<file path="src/rtl/spi_slave_pkg.sv">
// State encoding and command constants shared by the SPI slave and its bench-facing top.
package spi_slave_pkg;

  localparam int SPI_CMD_W = 2;

  typedef enum logic [2:0] {
    ST_IDLE      = 3'd0,
    ST_CHK_CMD   = 3'd1,
    ST_WRITE     = 3'd2,
    ST_READ_ADDR = 3'd3,
    ST_READ_WAIT = 3'd4,
    ST_READ_DATA = 3'd5,
    ST_DONE      = 3'd6
  } state_t;

  localparam logic [SPI_CMD_W-1:0] CMD_WR_ADDR = 2'b00;
  localparam logic [SPI_CMD_W-1:0] CMD_WR_DATA = 2'b01;
  localparam logic [SPI_CMD_W-1:0] CMD_RD_ADDR = 2'b10;
  localparam logic [SPI_CMD_W-1:0] CMD_RD_DATA = 2'b11;

endpackage

</file>
<file path="src/rtl/spi_shifter.sv">
// Generic shift register: serial in at the LSB, parallel load, synchronous clear.
// Priority is clear, then load, then shift.
module spi_shifter #(
  parameter int W = 8
) (
  input  logic         clk,
  input  logic         rst_n,
  input  logic         clr,
  input  logic         load,
  input  logic [W-1:0] load_dat,
  input  logic         shift,
  input  logic         sin,
  output logic [W-1:0] q
);

  always_ff @(posedge clk or negedge rst_n) begin
    if (!rst_n) begin
      q <= '0;
    end else if (clr) begin
      q <= '0;
    end else if (load) begin
      q <= load_dat;
    end else if (shift) begin
      q <= {q[W-2:0], sin};
    end
  end

endmodule

</file>
<file path="src/rtl/spi_slave_param.sv">
// SPI slave taking {2-bit cmd, DATA_W payload} frames MSB-first; cmd 2'b11 returns a payload on MISO.
// Define SPI_SLAVE_BURST_EN to accept back-to-back frames within one SS_n assertion.
module spi_slave_param
  import spi_slave_pkg::*;
#(
  parameter int DATA_W = 8,
  localparam int CMD_W = SPI_CMD_W,
  localparam int FRAME_W = CMD_W + DATA_W
) (
  input  logic               clk,
  input  logic               rst_n,
  input  logic               SS_n,
  input  logic               MOSI,
  input  logic               tx_valid,
  input  logic [DATA_W-1:0]  tx_data,
  output logic               MISO,
  output logic               rx_valid,
  output logic [FRAME_W-1:0] rx_data,
  output logic               frame_err
);

  localparam int CNT_W = $clog2(FRAME_W + 1);
  localparam logic [CNT_W-1:0] LAST_RX_BIT = CNT_W'(FRAME_W - 1);
  localparam logic [CNT_W-1:0] LAST_TX_BIT = CNT_W'(DATA_W);
  localparam logic [CNT_W-1:0] CNT_ONE     = CNT_W'(1);

`ifdef SPI_SLAVE_BURST_EN
  localparam state_t FRAME_END_ST = ST_CHK_CMD;
`else
  localparam state_t FRAME_END_ST = ST_DONE;
`endif

  state_t               state;
  state_t               state_nxt;
  logic [CNT_W-1:0]     cnt;
  logic [CNT_W-1:0]     cnt_nxt;
  logic                 rx_valid_nxt;
  logic                 frame_err_nxt;
  logic                 rx_capture;
  logic                 rx_shift;
  logic                 shift_clr;
  logic                 tx_load;
  logic                 tx_shift;
  logic [FRAME_W-2:0]   rx_q;
  logic [DATA_W-1:0]    tx_q;
  logic                 tx_tail_unused;

  // Bit 0 is taken straight from MOSI on the capture edge, so the rx register holds only FRAME_W-1 bits.
  spi_shifter #(.W(FRAME_W - 1)) u_rx_shifter (
    .clk      (clk),
    .rst_n    (rst_n),
    .clr      (shift_clr),
    .load     (1'b0),
    .load_dat ('0),
    .shift    (rx_shift),
    .sin      (MOSI),
    .q        (rx_q)
  );

  // MISO is the tx register MSB; zeros shift in behind the payload, so it idles low.
  spi_shifter #(.W(DATA_W)) u_tx_shifter (
    .clk      (clk),
    .rst_n    (rst_n),
    .clr      (shift_clr),
    .load     (tx_load),
    .load_dat (tx_data),
    .shift    (tx_shift),
    .sin      (1'b0),
    .q        (tx_q)
  );

  assign MISO           = tx_q[DATA_W-1];
  assign tx_tail_unused = |tx_q[DATA_W-2:0];

  always_ff @(posedge clk or negedge rst_n) begin
    if (!rst_n) begin
      state <= ST_IDLE;
    end else begin
      state <= state_nxt;
    end
  end

  always_comb begin
    state_nxt     = state;
    cnt_nxt       = cnt;
    rx_valid_nxt  = 1'b0;
    frame_err_nxt = 1'b0;
    rx_capture    = 1'b0;
    rx_shift      = 1'b0;
    shift_clr     = 1'b0;
    tx_load       = 1'b0;
    tx_shift      = 1'b0;
    if (SS_n) begin
      state_nxt     = ST_IDLE;
      cnt_nxt       = '0;
      shift_clr     = 1'b1;
      frame_err_nxt = (cnt != '0) || (state == ST_READ_WAIT) || (state == ST_READ_DATA);
    end else begin
      unique case (state)
        ST_IDLE: state_nxt = ST_CHK_CMD;
        ST_CHK_CMD: begin
          rx_shift  = 1'b1;
          cnt_nxt   = CNT_ONE;
          state_nxt = MOSI ? ST_READ_ADDR : ST_WRITE;
        end
        ST_WRITE, ST_READ_ADDR: begin
          if (cnt == LAST_RX_BIT) begin
            rx_capture   = 1'b1;
            rx_valid_nxt = 1'b1;
            cnt_nxt      = '0;
            case (rx_q[FRAME_W-2 -: CMD_W])
              CMD_WR_ADDR, CMD_WR_DATA: state_nxt = FRAME_END_ST;
              CMD_RD_ADDR:              state_nxt = ST_DONE;
              CMD_RD_DATA:              state_nxt = ST_READ_WAIT;
              default:                  state_nxt = ST_DONE;
            endcase
          end else begin
            rx_shift = 1'b1;
            cnt_nxt  = cnt + CNT_ONE;
          end
        end
        ST_READ_WAIT: begin
          if (tx_valid) begin
            tx_load   = 1'b1;
            cnt_nxt   = CNT_ONE;
            state_nxt = ST_READ_DATA;
          end
        end
        ST_READ_DATA: begin
          tx_shift = 1'b1;
          if (cnt == LAST_TX_BIT) begin
            cnt_nxt   = '0;
            state_nxt = FRAME_END_ST;
          end else begin
            cnt_nxt = cnt + CNT_ONE;
          end
        end
        ST_DONE: state_nxt = ST_DONE;
        default: state_nxt = ST_IDLE;
      endcase
    end
  end

  always_ff @(posedge clk or negedge rst_n) begin
    if (!rst_n) begin
      cnt       <= '0;
      rx_valid  <= 1'b0;
      frame_err <= 1'b0;
      rx_data   <= '0;
    end else begin
      cnt       <= cnt_nxt;
      rx_valid  <= rx_valid_nxt;
      frame_err <= frame_err_nxt;
      if (rx_capture) begin
        rx_data <= {rx_q, MOSI};
      end
    end
  end

endmodule

</file>
<file path="config.mk">
export PLATFORM = sky130hd
export DESIGN_NAME = spi_slave_param
export DESIGN_NICKNAME = d
export VERILOG_FILES = /design/src/rtl/spi_slave_pkg.sv /design/src/rtl/spi_shifter.sv /design/src/rtl/spi_slave_param.sv
export SDC_FILE = /design/constraint.sdc
export NUM_CORES = 1
export LEC_CHECK = 0
export ABC_AREA = 1
export CORE_MARGIN = 8
export CORE_UTILIZATION = 49
export CTS_BUF_LIST = sky130_fd_sc_hd__clkbuf_4 sky130_fd_sc_hd__clkbuf_8
export DETAILED_ROUTE_END_ITERATION = 8
export GPL_ROUTABILITY_DRIVEN = 0
export GPL_TIMING_DRIVEN = 1
export PLACE_DENSITY = 0.77
export SETUP_SLACK_MARGIN = 0.3
export SLEW_MARGIN = 10
export SYNTH_ARGS = -nofsm -noshare
export SYNTH_HDL_FRONTEND = slang
export SYNTH_SLANG_ARGS = --single-unit
export TNS_END_PERCENT = 1
</file>
<file path="constraint.sdc">
create_clock -name clk -period 1.2 [get_ports clk]
set_input_delay 0.12 -clock clk [delete_from_list [all_inputs] [get_ports clk]]
set_output_delay 0.12 -clock clk [all_outputs]
set_load 0.03 [all_outputs]
</file>
==> results.py <==
metrics = {
    "status": {
        "status": "complete, but fails checks",
        "violations": "negative setup slack",
    },
    "synth": {
        "syn_area_per_cell_um2": 8.48,
        "yosys.area.top_type": "dfrtp_1",
        "synth_top_family_by_area": "simple AND/OR/NAND/NOR gates",
        "syn_inst": 208,
        "async_reset_ff_frac": 1.00,
        "synth_seq_cells": 36,
        "synth_edf_count": 0,
        "synth_ff_type": "dfrtp_1",
        "synth-xor-area-share": 0.00993,
        "synth_most_common_cell": "nand2_1",
        "syn_area_mm2": 0.00176,
        "ys_warn_count": 0,
        "syn_nets": 224,
        "synthTopCellsByCount": "nand2_1 (64), dfrtp_1 (36), nand3_1 (26)",
        "synth_compound_area_frac": 0.0957,
        "synth_cell_type_count": 26,
        "synthAdderAreaFrac": 0.0213,
        "synth_top_area_share": 0.511,
        "yosys.area_share.simple": 0.291,
        "synthTopCellsByArea": "dfrtp_1 (51%), nand2_1 (14%), nand3_1 (7.4%), inv_1 (4.5%), o21ai_2 (4.0%)",
        "synth_mux_area_frac": 0,
        "seq_area_frac_synth": 0.511,
    },
    "die": {
        "die_y_um": 76.0,
        "dieArea_mm2": 0.00578,
        "start_util": 0.497,
        "rows": 22,
        "io_pins": 26,
        "fp.coreArea_mm2": 0.00355,
        "die_w_um": 76.0,
    },
    "sta": {
        "max_freq_ghz": 0.693,
        "layout_setup_ws_ps": -243,
        "fin_crit_ps": 1440,
        "setup_viol": 35,
        "relSlewSlack": 0.817,
        "slew_violations": 0,
        "rsz0062_at_grt": "true",
        "finalHoldViolations": 0,
        "clock_skew_ps": 11.1,
        "tightestPinTransition_ps": 274,
        "fin_crit_sh": 1.20,
    },
    "worst_setup_path": {
        "endpoint": "rx_data[4]",
        "endpoint_kind": "flip-flop",
        "regToRegSetupSlack_ps": -240,
        "critPathMaxFanout": 5,
        "criticalPathCategory": "flip-flop to flip-flop",
        "required_ps": 1440,
        "startpoint": "cnt[1]",
        "cp-start-kind": "flip-flop",
        "worstRegToRegCells": 7,
        "worstReg2RegStart": "cnt[1]",
        "cp_data_arrival_time_ps": 1690,
        "r2r-end": "rx_data[4]",
    },
    "routing": {
        "drc": 0,
        "wl_per_cell_um": 15.4,
        "drt-met1-wl_mm": 2.14,
        "drt_iter0_markers": 121,
        "dr_wl_met3_um": 227,
        "via_per_inst": 5.19,
        "wl_mm": 4.90,
        "num_vias": 1649,
        "top_layer_used": "met4",
        "ant_nets": 0,
        "wl_met2_mm": 2.40,
        "dr.pass1.iters": 5,
    },
    "global_routing": {
        "antenna_found_initial": 0,
        "grt_pass1_vias": 1649,
        "grt_overflow": 0,
        "grt_pass1_wl_mm": 7.52,
        "grt_use_total": 0.157,
        "grt_max_degree": 37,
    },
    "placed_design": {
        "portBuffers": 25,
        "pre_cts_ws_ps": -250,
        "hpwlAfterDp_mm": 2.76,
        "placed_cells": 301,
        "placed_area_mm2": 0.00228,
    },
    "cts": {
        "root_buffer": "clkbuf_4",
        "tritoncts": "yes",
        "clk_latency_ps": 360,
        "clock_sinks": 36,
        "clk_pin_slew_worst_paths_ps": 120,
        "cts_buffers": 5,
        "htreeDepth": 2,
        "cts_buffer_depth": 2,
    },
    "finish": {
        "antennaDiodeCount": 0,
        "final_cell_area_mm2": 0.00264,
        "nets": 285,
        "nFillCells": 232,
        "final_util": 0.744,
        "area_growth_pct": 49.8,
        "final_cells": 318,
        "drive_gt1_frac": 0.378,
    },
    "pwr": {
        "vdd_ir_drop_max_v": 0.000939,
        "leakagePower_uw": 0.00127,
        "power_density_mw_per_mm2": 1580,
    },
    "hold_path": {
        "hold_class": "primary input to async pin",
    },
    "flow_run": {
        "drv_cap": 0,
    },
}
==> where the power goes <==
group	internal [µW]	switching [µW]	leakage, µW
Clock	309	432	0.0000349
Combinational	790	1110	0.000769
Sequential	1390	162	0.000469
==> cells by family after synthesis <==
family	after synthesis
AOI/OAI and AO/OA	26
xor gates and xnor gates	2
adders and majority gates	3
buffers and inverters	30
DFF	36
and+or+nand+nor	111
==> final cells by class <==
type | instances | area (µm²) | share of cell area
Multi-Input combinational cell | 145 | 942 | 0.357
Sequential cell | 36 | 902 | 0.341
Clock buffer | 7 | 58.8 | 0.0223
Tap cell | 48 | 60.1 | 0.0227
Clock inverter | 1 | 7.51 | 0.00284
Inverter | 25 | 93.8 | 0.0355
Timing Repair Buffer | 56 | 578 | 0.219
==> placed cells by master (no fill, tap or decap), drive strengths merged <==
master         instances
nand2                 66
buf                   42
dfrtp                 36
nand3                 32
inv                   25
o21ai                 13
nor2                  13
clkdlybuf4s50         12
a21oi                 11
clkbuf                 8
ha                     3
nand4                  2
a31o                   1
nor3                   1
xnor2                  1
xor2                   1
o22ai                  1
clkinvlp               1
clkdlybuf4s15          1
==> flip-flops by register name, indices dropped and copies added (netlist names) <==
register / count
rx_data: 10
u_tx_shifter.q: 8
frame_err: 1
cnt: 4
state: 3
rx_valid: 1
u_rx_shifter.q: 9
==> worst max-delay path: stages (launching register included) <==
cell	delay, ps
dfrtp_1	400
inv_2	90
ha_4	150
nand3_4	80
nor3_4	240
buf_6	180
clkbuf_16	150
a21oi_4	50
==> worst min-delay path by stage <==
stage                       from           endpoint  cells past startpoint
3_5_place_dp   u_tx_shifter.q[0]  u_tx_shifter.q[0]                      2
6_report                   rst_n  u_rx_shifter.q[1]                      2
4_1_cts                    rst_n         rx_data[2]                      2
2_1_floorplan              rst_n             cnt[0]                      0
3_3_place_gp   u_tx_shifter.q[0]  u_tx_shifter.q[0]                      2
5_1_grt                    rst_n         rx_data[7]                      2
==> layer usage <==
metal / up-vias / GRT usage
met5: - / 0
met1: 795 / 0.193
met2: 42 / 0.253
met3: 11 / 0.0472
met4: 0 / 0.0529
li1: 801 / -
==> stage by stage <==
| stage | power (µW) | hold slack [ps] | setup TNS (ps) |
|---|---|---|---|
| finish | 4190 | 115 | -5400 |
| global route | 4410 | 122 | -7820 |
| detailed placement | 2980 | 461 | -6350 |
| floorplan | 2400 | -176 | -1650 |
| CTS | 3890 | 123 | -3510 |
| global placement | 2950 | 458 | -5990 |
==> timing repair <==
item                                    CTS  global route
buffers inserted                          2             2
hold buffers                              0             0
pin swaps                                 1             7
gates cloned                              2             3
resized for setup                       101            28
endpoints found under the setup margin   49            49
(Power assumes the default switching activity.)
